==> src/rtl/sar_controlador_dms.sv <==
// sar_controlador_dms: successive-approximation sequencer for comparador_dms.
// Define SAR_CMP_SYNC_EN to pass cmp_i through a two-flop synchronizer (adds two settle cycles per bit).
module sar_controlador_dms #(
    parameter int N_BITS        = 8,
    parameter int SAMPLE_CYCLES = 2,
    parameter int SETTLE_CYCLES = 2
) (
    input  logic              clk_i,
    input  logic              rst_i,
    input  logic              start_i,
    input  logic              cmp_i,
    output logic              sample_o,
    output logic [N_BITS-1:0] dac_o,
    output logic              busy_o,
    output logic              done_o,
    output logic [N_BITS-1:0] data_o
);
`ifdef SAR_CMP_SYNC_EN
    localparam int SYNC_LAT = 2;
    logic [1:0] cmp_sync;
    logic       cmp_eff;
    always_ff @(posedge clk_i or posedge rst_i)
        if (rst_i) cmp_sync <= '0;
        else       cmp_sync <= {cmp_sync[0], cmp_i};
    assign cmp_eff = cmp_sync[1];
`else
    localparam int SYNC_LAT = 0;
    logic cmp_eff;
    assign cmp_eff = cmp_i;
`endif
    localparam int CNT_MAX = (SAMPLE_CYCLES - 1 > SETTLE_CYCLES - 1 + SYNC_LAT) ?
                             SAMPLE_CYCLES - 1 : SETTLE_CYCLES - 1 + SYNC_LAT;
    localparam int CNT_W = (CNT_MAX > 0) ? $clog2(CNT_MAX + 1) : 1;
    localparam int IDX_W = $clog2(N_BITS);
    localparam logic [CNT_W-1:0] SAMPLE_LD = CNT_W'(SAMPLE_CYCLES - 1);
    localparam logic [CNT_W-1:0] SETTLE_LD = CNT_W'(SETTLE_CYCLES - 1 + SYNC_LAT);
    localparam logic [IDX_W-1:0] IDX_TOP   = IDX_W'(N_BITS - 1);

    typedef enum logic [2:0] {IDLE, SAMPLE, SETTLE, DECIDE, DONE} state_t;
    state_t            state, state_n;
    logic [CNT_W-1:0]  cnt, cnt_n;
    logic [IDX_W-1:0]  idx, idx_n;
    logic [N_BITS-1:0] dac, dac_n, data, data_n;

    always_ff @(posedge clk_i or posedge rst_i)
        if (rst_i) begin
            state <= IDLE;
            cnt   <= '0;
            idx   <= '0;
            dac   <= '0;
            data  <= '0;
        end else begin
            state <= state_n;
            cnt   <= cnt_n;
            idx   <= idx_n;
            dac   <= dac_n;
            data  <= data_n;
        end

    always_comb begin
        state_n = state;
        cnt_n   = cnt;
        idx_n   = idx;
        dac_n   = dac;
        data_n  = data;
        case (state)
            IDLE:
                if (start_i) begin
                    state_n = SAMPLE;
                    cnt_n   = SAMPLE_LD;
                end
            SAMPLE:
                if (cnt == '0) begin
                    state_n = SETTLE;
                    dac_n   = {1'b1, {(N_BITS-1){1'b0}}};
                    idx_n   = IDX_TOP;
                    cnt_n   = SETTLE_LD;
                end else cnt_n = cnt - CNT_W'(1);
            SETTLE:
                if (cnt == '0) state_n = DECIDE;
                else           cnt_n   = cnt - CNT_W'(1);
            DECIDE: begin
                dac_n[idx] = cmp_eff;
                if (idx == '0) begin
                    state_n = DONE;
                    data_n  = dac_n;
                end else begin
                    idx_n        = idx - IDX_W'(1);
                    dac_n[idx_n] = 1'b1;
                    cnt_n        = SETTLE_LD;
                    state_n      = SETTLE;
                end
            end
            DONE: begin
                state_n = IDLE;
                dac_n   = '0;
            end
            default: state_n = IDLE;
        endcase
    end

    assign sample_o = (state == SAMPLE);
    assign busy_o   = (state != IDLE);
    assign done_o   = (state == DONE);
    assign dac_o    = dac;
    assign data_o   = data;
endmodule

==> config.mk <==
export PLATFORM = sky130hd
export DESIGN_NAME = sar_controlador_dms
export DESIGN_NICKNAME = d
export VERILOG_FILES = /design/src/rtl/sar_controlador_dms.sv
export SDC_FILE = /design/constraint.sdc
export NUM_CORES = 1
export LEC_CHECK = 0
export ABC_AREA = 1
export CAP_MARGIN = 30
export CORE_MARGIN = 2
export CORE_UTILIZATION = 55
export DETAILED_ROUTE_END_ITERATION = 8
export PLACE_DENSITY = 0.82
export SYNTH_ARGS = -nofsm -noshare
export SYNTH_HDL_FRONTEND = slang
export SYNTH_SLANG_ARGS = --single-unit
==> constraint.sdc <==
create_clock -name clk_i -period 2.5 [get_ports clk_i]
set_clock_uncertainty 0.2 [all_clocks]
set_input_delay 0.375 -clock clk_i [delete_from_list [all_inputs] [get_ports clk_i]]
set_output_delay 0.375 -clock clk_i [all_outputs]
set_load 0.05 [all_outputs]
==> results of run 1 <==
-- how the worst min path moves through the flow --
stage,to,cells after the start
after floorplan,cnt,1
after global placement,data_o[7],2
after detailed placement,data_o[3],2
after CTS,data_o[1],3
after global routing,data_o[7],3
final,cnt,3
-- placed cells by master, fill, tap and decap left out --
cell             netlist  routed
a21boi_1               1       1
a21oi_1                3       3
buf_4                  2       1
clkbuf_1               0       1
clkbuf_4               0       3
clkdlybuf4s50_1        0      20
dfrtp_1               23      23
dlymetal6s2s_1         0       2
ha_1                   2       2
inv_1                 19      19
inv_2                  4       4
nand2_1               77      77
nand2_2                2       2
nand2_4                1       1
nand3_1               24      24
nand3_2                1       1
nand4_1                7       7
nor2_1                11      11
nor2_2                 2       2
nor2_4                 1       1
o21ai_0                2       2
o21ai_1                6       6
o21bai_1               1       1
-- report_power, final --
part / internal [mW] / total [mW] / switching (mW)
Combinational: 0.456 / 1.46 / 1.01
Sequential: 0.516 / 0.681 / 0.165
Clock: 0.0623 / 0.174 / 0.112
-- state kept, by name (all words and copies together), names as in the netlist --
| signal | cells |
|---|---|
| cnt | 1 |
| dac_o | 8 |
| data_o | 8 |
| idx | 3 |
| state | 3 |
-- stage by stage --
step,power [mW],area (sq um),std cells,worst slack (ps),hold WS (ps)
finish,2.32,1600,242,119,191
detailed placement,2.14,1570,238,364,277
global placement,2.10,1570,238,432,267
CTS,2.32,1600,242,7.59,200
floorplan,1.75,1350,193,772,177
global route,2.50,1600,242,33.2,247
-- per-layer routing --
layer  GRT usage  wire length (um)  vias to the layer above
met5           0                 0                        -
met3      0.0333               193                        9
met4      0.0812                46                        0
met1       0.330              1390                      605
li1            -                 -                      648
met2       0.409              1480                       56
-- worst register-to-register path: stages, from the launching register on --
cell	delay, ps
dfrtp_1	530
inv_1	350
ha_1	230
inv_1	50
nor2_2	240
nand2_4	190
inv_1	120
nand2_1	70
nand2_1	70
-- cell families after synthesis --
kind of cell    count (synthesis)
simple gates                  126
buf+inv                        29
flops                          23
compound gates                 13
fa+ha+maj                       2
-- cell type report --
type / count / area share
Multi-Input combinational cell: 141 / 0.404
Tap cell: 28 / 0.0219
Timing Repair Buffer: 23 / 0.145
Clock buffer: 4 / 0.0164
Inverter: 23 / 0.0539
Sequential cell: 23 / 0.359
-- what timing repair did --
item	4_1_cts	5_1_grt
endpoints found under the setup margin	0	2
gates resized for setup	0	2
hold endpoints to repair	0	0
==> results.yml, run 1 <==
logic_synthesis:
  synthAdderAreaFrac: 0.0185
  synth-simple-area-share: 0.409
  synth_top_cell_by_area: "dfrtp_1"
  synth_nets: 199
  synth_top_family_by_area: "simple AND/OR/NAND/NOR gates"
  synth_edf_count: 0
  syn-cell-area_sq_um: 1350
  yosysWarnings: 0
  netlist_instances: 193
  synthXorXnorAreaFrac: 0
  yosys.area.top_type_share: 0.426
  synth_mux_area_frac: 0
  synth_commonest_cells: "nand2_1 (77), nand3_1 (24), dfrtp_1 (23), inv_1 (19), nor2_1 (11)"
  synth-compound-area-share: 0.0519
  synth.avg_cell_area_sq_um: 7.00
  synth_seq_cells: 23
  synthFlopType: "dfrtp_1"
  synth_area_leaders: "dfrtp_1 (43%), nand2_1 (21%), nand3_1 (8.9%), inv_1 (5.3%), nand4_1 (3.2%)"
  synthArstFlopShare: 1.00
  ys_types: 21
  yosysMostFrequentCell: "nand2_1"
  ys_seq_area_frac: 0.426
grt:
  grt_start_max_net_pins: 24
  grt_pass1_wl_um: 5080
  antenna_found_initial: 0
  grt.overflow.total: 0
  grt_pass1_vias: 1166
  globalRouteTotalUtil: 0.246
worst_setup_path:
  path_class: "reg2out"
  crit_end: "busy_o"
  setup.worst_path.start: "state[2]"
  worst_r2r_path_depth: 8
  cpPeakStageDelay_ps: 710
  required_ps: 1920
  rr_endpoint: "data_o[7]"
  worstReg2RegStart: "idx[0]"
  crit_family: "buffers and inverters"
  critPathMaxFanout: 5
  critPathCaptureType: "output port"
  path_depth: 3
  startpoint_type: "flop"
  cp_slowest_cell: "clkdlybuf4s50_1"
  cp_num_buf_inv: 1
  worstPathArrival_ps: 1810
  regToRegSetupSlack_ps: 400
  crit_chain: "nor2_1, nand2_1, clkdlybuf4s50_1"
placement:
  dpl.hpwl_um: 2380
  portBuffers: 22
  gp_congestion: 0.953
sta:
  worst_slew_pin_slew_ps: 504
  setup_violations: 0
  finalCritPeriodShare: 0.952
  tns_ps: 0
  fmax_mhz: 420
  grt_setup_unrepaired: "false"
  finalHoldViolCount: 0
  drv_slew: 0
  relSlewSlack: 0.663
  min_period_ps: 2380
floorplan:
  die_w_um: 53.5
  pin_count: 23
  start_util: 0.593
  coreArea_sq_um: 2280
  die_y_um: 53.5
  die-area_sq_um: 2870
  rows: 17
clock_network:
  clock-sinks: 23
  cts_buffer_depth: 2
  postCtsSetupRepairBufs: 0
  postCtsHoldBufs: 0
  clk_pin_slew_ps: 130
  cts_root_buf: "clkbuf_4"
  clk_latency_ps: 310
  htree_num_levels: 1
  cts_tree: "yes"
  numCtsBuffers: 3
pwr:
  p_leak_nw: 0.905
  vdd_drop_max_v: 0.000933
  powerDensity_nw_per_um2: 1450
run_status:
  status: "finished, final reports clean"
route:
  drtPass1Iterations: 4
  num_vias: 1318
  drtIter0Drc: 49
  drtAntennaViolNets: 0
  wirelength_um: 3110
  viasPerCell: 5.45
  detail_route.drc_violations: 0
  post_drt_wl_per_cell_um: 12.9
finish:
  multi_input_area_sq_um: 647
  fin_util: 0.704
  regArea_sq_um: 576
  syn_to_final_growth_pct: 18.7
  fin_nets: 221
  nFillCells: 194
  final_layout_size_suffix_gt1_frac: 0.0701
  diodes: 0
job:
  drv_cap: 0
hold_path:
  hold_class: "in2async"
(Power assumes the default switching activity.)
==> inputs of run 2 (changes only) <==
--- a/config.mk
+++ b/config.mk
@@ -5,12 +5,12 @@
 export SDC_FILE = /design/constraint.sdc
 export NUM_CORES = 1
 export LEC_CHECK = 0
-export ABC_AREA = 1
 export CAP_MARGIN = 30
 export CORE_MARGIN = 2
 export CORE_UTILIZATION = 55
+export CTS_CLUSTER_DIAMETER = 40
 export DETAILED_ROUTE_END_ITERATION = 8
-export PLACE_DENSITY = 0.82
+export PLACE_DENSITY = 0.83
 export SYNTH_ARGS = -nofsm -noshare
 export SYNTH_HDL_FRONTEND = slang
 export SYNTH_SLANG_ARGS = --single-unit
==> results.yml, run 2 <==
run_status:
  status: "finished, final reports clean"
clock_network:
  clk_latency_ps: 310
  htree_num_levels: 1
  numCtsBuffers: 3
  clock-sinks: 23
  postCtsSetupRepairBufs: 0
  cts_tree: "yes"
  clk_pin_slew_ps: 120
  cts_buffer_depth: 2
  cts_root_buf: "clkbuf_4"
logic_synthesis:
  yosys.area.top_type_share: 0.448
  synth_seq_cells: 23
  ys_types: 38
  synth.avg_cell_area_sq_um: 9.44
  synth_area_leaders: "dfrtp_1 (45%), mux2i_1 (7.0%), o21ai_0 (5.1%), nand2_1 (4.7%), a21oi_1 (2.7%)"
  yosysMostFrequentCell: "dfrtp_1"
  ys_seq_area_frac: 0.448
  netlist_instances: 136
  synthFlopType: "dfrtp_1"
  syn-cell-area_sq_um: 1280
  synth_top_cell_by_area: "dfrtp_1"
  synth_edf_count: 0
  synth_commonest_cells: "dfrtp_1 (23), nand2_1 (16), o21ai_0 (13), mux2i_1 (9)"
  yosysWarnings: 0
  synth_nets: 142
  synthArstFlopShare: 1.00
sta:
  drv_slew: 0
  fmax_mhz: 450
  relSlewSlack: 0.659
  tns_ps: 0
  worst_slew_pin_slew_ps: 510
  finalHoldViolCount: 0
  min_period_ps: 2220
  setup_violations: 0
  grt_setup_unrepaired: "false"
  finalCritPeriodShare: 0.888
route:
  drtPass1Iterations: 4
  viasPerCell: 5.97
  post_drt_wl_per_cell_um: 15.2
  wl_met2_um: 1390
  route.met3.wl_um: 158
  drt-met1-wl_um: 1200
  wirelength_um: 2790
  detail_route.drc_violations: 0
  num_vias: 1099
  drtAntennaViolNets: 0
  drtIter0Drc: 39
  highest_layer: "met4"
floorplan:
  die_w_um: 52.3
  coreArea_sq_um: 2210
  die_y_um: 52.3
  rows: 17
  die-area_sq_um: 2740
  pin_count: 23
  start_util: 0.580
finish:
  final_common_cell: "dfrtp_1"
  syn_to_final_growth_pct: 20.3
  diodes: 0
  multi_input_area_sq_um: 628
  fin_nets: 163
  final_cell_mix: "dfrtp_1 (23), clkdlybuf4s50_1 (19), nand2_1 (16)"
  final_layout_size_suffix_gt1_frac: 0.0962
  stdcell_count: 184
  regArea_sq_um: 576
  nFillCells: 174
  fin_util: 0.698
grt:
  grt_start_max_net_pins: 24
  antenna_found_initial: 0
  grt_pass1_wl_um: 4820
  grt_pass1_vias: 1079
  globalRouteTotalUtil: 0.237
  grt.overflow.total: 0
hold_path:
  hold_class: "in2async"
worst_setup_path:
  regToRegSetupSlack_ps: 510
  required_ps: 1920
  critPathCaptureType: "output port"
  crit_top_cell: "nor2b_1"
  startpoint_type: "flop"
  worstReg2RegStart: "idx[1]"
  cp_num_buf_inv: 2
  crit_chain: "nor2b_1, buf_4, nor2b_1, buf_12"
  worstPathArrival_ps: 1650
  rr_endpoint: "dac_o[7]"
  cp_slowest_cell: "dfrtp_1"
  cpPeakStageDelay_ps: 540
  critPathMaxFanout: 11
  worst_r2r_path_depth: 6
  crit_family: "flip-flops"
  path_class: "reg2out"
pwr:
  power.internal_mw: 1.11
  power_mw: 2.29
  power_frac_comb: 0.628
  p_switching_mw: 1.17
  p_sw_frac: 0.513
  p_leak_nw: 0.675
  p_seq_frac: 0.297
  vdd_drop_max_v: 0.000872
  power_frac_clock: 0.075
  powerDensity_nw_per_um2: 1480
placement:
  dpl.hpwl_um: 1960
  placed_cells: 180
  gp_congestion: 0.833
  portBuffers: 22
job:
  drv_cap: 0
## run 2: cell count changes after synthesis, sizes merged, moves of 3 or more
cell    change
nand2      -63
nand3      -22
inv        -18
mux2i       +9
nor2        -7
o21ai       +7
a21oi       +5
nand4       -5
nor2b       +5
a32oi       +3
nor3        +3
o211ai      +3
## run 2: tightest hold or removal path: stages
cell and delay (ps):
clkdlybuf4s50_1 390, inv_1 50, buf_4 290
## run 2: cell families (layout without fill, tap and decap cells)
group           count (synthesis)  in the layout  synth area share
compound gates                 38             38             0.196
xor+xnor                        1              1           0.00682
fa+ha+maj                       2              2            0.0195
buf+inv                        15             35            0.0624
flops                          23             23             0.448
mux                            10             10            0.0789
simple gates                   47             47             0.188
## run 2: through the flow
step           worst slack, ps  area [sq um]  hold WS, ps
2_1_floorplan              394          1280          177
3_3_place_gp               415          1520          262
3_5_place_dp               389          1520          274
4_1_cts                   35.3          1540          196
5_1_grt                    182          1540          235
6_report                   280          1540          189
## run 2: area by class of cell
class / count / share of cell area
Sequential cell: 23 / 0.373
Multi-Input combinational cell: 98 / 0.407
Inverter: 5 / 0.0122
Timing Repair Buffer: 26 / 0.169
Clock buffer: 4 / 0.0170
Tap cell: 28 / 0.0227
## run 2: repair_timing
| action | in CTS | in global routing |
|---|---|---|
| hold buffers | 0 | 0 |
| endpoints found under the setup margin | 0 | 1 |
| resized for setup | 0 | 1 |
## run 2: layer usage
metal | track usage | up-vias
li1 | - | 527
met1 | 0.310 | 524
met2 | 0.390 | 43
met3 | 0.0371 | 5
met4 | 0.0940 | 0
met5 | 0 | -
## run 2: worst max path at each step
stage               startpoint  endpoint  slack (ps)  depth (start not counted)
floorplan             state[0]  sample_o         390                          4
global placement      state[2]    busy_o         420                          2
detailed placement    state[2]    busy_o         390                          2
CTS                   state[2]    busy_o          40                          2
global route          state[0]  sample_o         180                          4
finish                state[0]  sample_o         280                          4
## run 2: power by group through the flow
stage                     clock (mW)  sequential, mW  combinational, mW
final                          0.171           0.678               1.44
after global routing           0.190           0.698               1.56
after CTS                      0.178           0.675               1.44
after detailed placement           0           0.686               1.43
after global placement             0           0.671               1.40
after floorplan                    0            1.00              0.717
==> inputs of run 3 (changes only) <==
==> constraint.sdc (replaced) <==
create_clock -name clk_i -period 2.6 [get_ports clk_i]
set_clock_uncertainty 0.2 [all_clocks]
set_input_delay 0.39 -clock clk_i [delete_from_list [all_inputs] [get_ports clk_i]]
set_output_delay 0.39 -clock clk_i [all_outputs]
set_load 0.05 [all_outputs]
==> results.yml, run 3 (synthesis results as in run 2) <==
run_status:
  status: "finished, final reports clean"
finish:
  final_cell_mix: "dfrtp_1 (23), clkdlybuf4s50_1 (20), nand2_1 (16)"
  final_layout_size_suffix_gt1_frac: 0.0962
  fin_nets: 163
  stdcell_count: 184
  final_common_cell: "dfrtp_1"
  fin_util: 0.697
  diodes: 0
  syn_to_final_growth_pct: 20.1
floorplan:
  pin_count: 23
  rows: 17
  die_y_um: 52.3
  die_w_um: 52.3
  die-area_sq_um: 2740
  start_util: 0.580
  coreArea_sq_um: 2210
worst_setup_path:
  worstPathArrival_ps: 1880
  required_ps: 2010
  critPathMaxFanout: 9
  critPathCaptureType: "output port"
  path_class: "reg2out"
  worstReg2RegStart: "idx[0]"
  worst_r2r_path_depth: 6
  rr_endpoint: "data_o[4]"
  regToRegSetupSlack_ps: 610
  setup.worst_path.start: "state[2]"
  startpoint_type: "flop"
sta:
  drv_slew: 0
  fmax_mhz: 404
  grt_setup_unrepaired: "false"
  fin_hold_ws_ps: 202
  worst_slew_pin_slew_ps: 516
  tns_ps: 0
  finalCritPeriodShare: 0.952
  finalHoldViolCount: 0
  relSlewSlack: 0.655
  setup_violations: 0
  min_period_ps: 2470
clock_network:
  numCtsBuffers: 3
  cts_tree: "yes"
  clk_pin_slew_ps: 120
  postCtsHoldBufs: 0
  clk_latency_ps: 310
  cts_buffer_depth: 2
  postCtsSetupRepairBufs: 0
  clock-sinks: 23
  cts_root_buf: "clkbuf_4"
  htree_num_levels: 1
  cts_resized: 0
grt:
  grt.overflow.total: 0
  grt_pass1_wl_um: 4820
  globalRouteTotalUtil: 0.244
  grt_pass1_vias: 1061
  grt_start_max_net_pins: 24
  antenna_found_initial: 0
route:
  drtAntennaViolNets: 0
  detail_route.drc_violations: 0
  wirelength_um: 2800
  drtIter0Drc: 47
  drtPass1Iterations: 4
  post_drt_wl_per_cell_um: 15.2
  num_vias: 1119
  viasPerCell: 6.08
hold_path:
  hold_class: "in2async"
pwr:
  powerDensity_nw_per_um2: 1430
  p_leak_nw: 0.673
  vdd_drop_max_v: 0.000859
placement:
  placed_cells: 180
  portBuffers: 22
  dpl.hpwl_um: 2010
  gp_congestion: 0.833
job:
  drv_cap: 0
run 3: cell count changes in the layout (fill, tap and decap cells not counted), sizes merged:
cell	before	now
clkdlybuf4s50	19	20
dlymetal6s2s	1	0
run 3: layout make-up:
| cell class | count | area, sq um |
|---|---|---|
| clock buffer | 4 | 26.3 |
| inverter | 5 | 18.8 |
| sequential | 23 | 576 |
| tap | 28 | 35.0 |
| multi-input combinational | 98 | 628 |
| timing repair buffer | 26 | 258 |
| fill | 193 | 671 |
run 3: through the flow:
step	area, sq um	power [mW]	setup WS (ps)
6_report	1540	2.21	125
5_1_grt	1540	2.36	68.4
4_1_cts	1540	2.21	123
3_5_place_dp	1520	2.04	480
3_3_place_gp	1520	1.99	499
2_1_floorplan	1280	1.65	479
run 3: power breakdown:
group / leakage (nW) / internal [mW] / total (mW) / switching [mW]
clock: 0.0150 / 0.0599 / 0.164 / 0.104
combinational: 0.398 / 0.507 / 1.39 / 0.884
sequential: 0.260 / 0.505 / 0.651 / 0.146
total: 0.673 / 1.07 / 2.21 / 1.13
run 3: worst max path at each step:
stage	endpoint	slack, ps
after global placement	busy_o	500
after detailed placement	busy_o	480
after CTS	busy_o	120
final	busy_o	130
after global routing	busy_o	70
after floorplan	sample_o	480
run 3: routing by layer:
layer / track usage / share of wire / vias to the layer above / routed length [um]
met1: 0.316 / 0.42 / 537 / 1170
met4: 0.171 / 0.030 / 0 / 85
met2: 0.371 / 0.48 / 48 / 1360
li1: - / - / 526 / -
met5: 0 / 0 / - / 0
met3: 0.0371 / 0.068 / 8 / 190
run 3: worst max-delay path, stage by stage, from the launching register on:
cell             delay (ps)
dfrtp_1                 490
or3_1                   390
clkdlybuf4s50_1         700
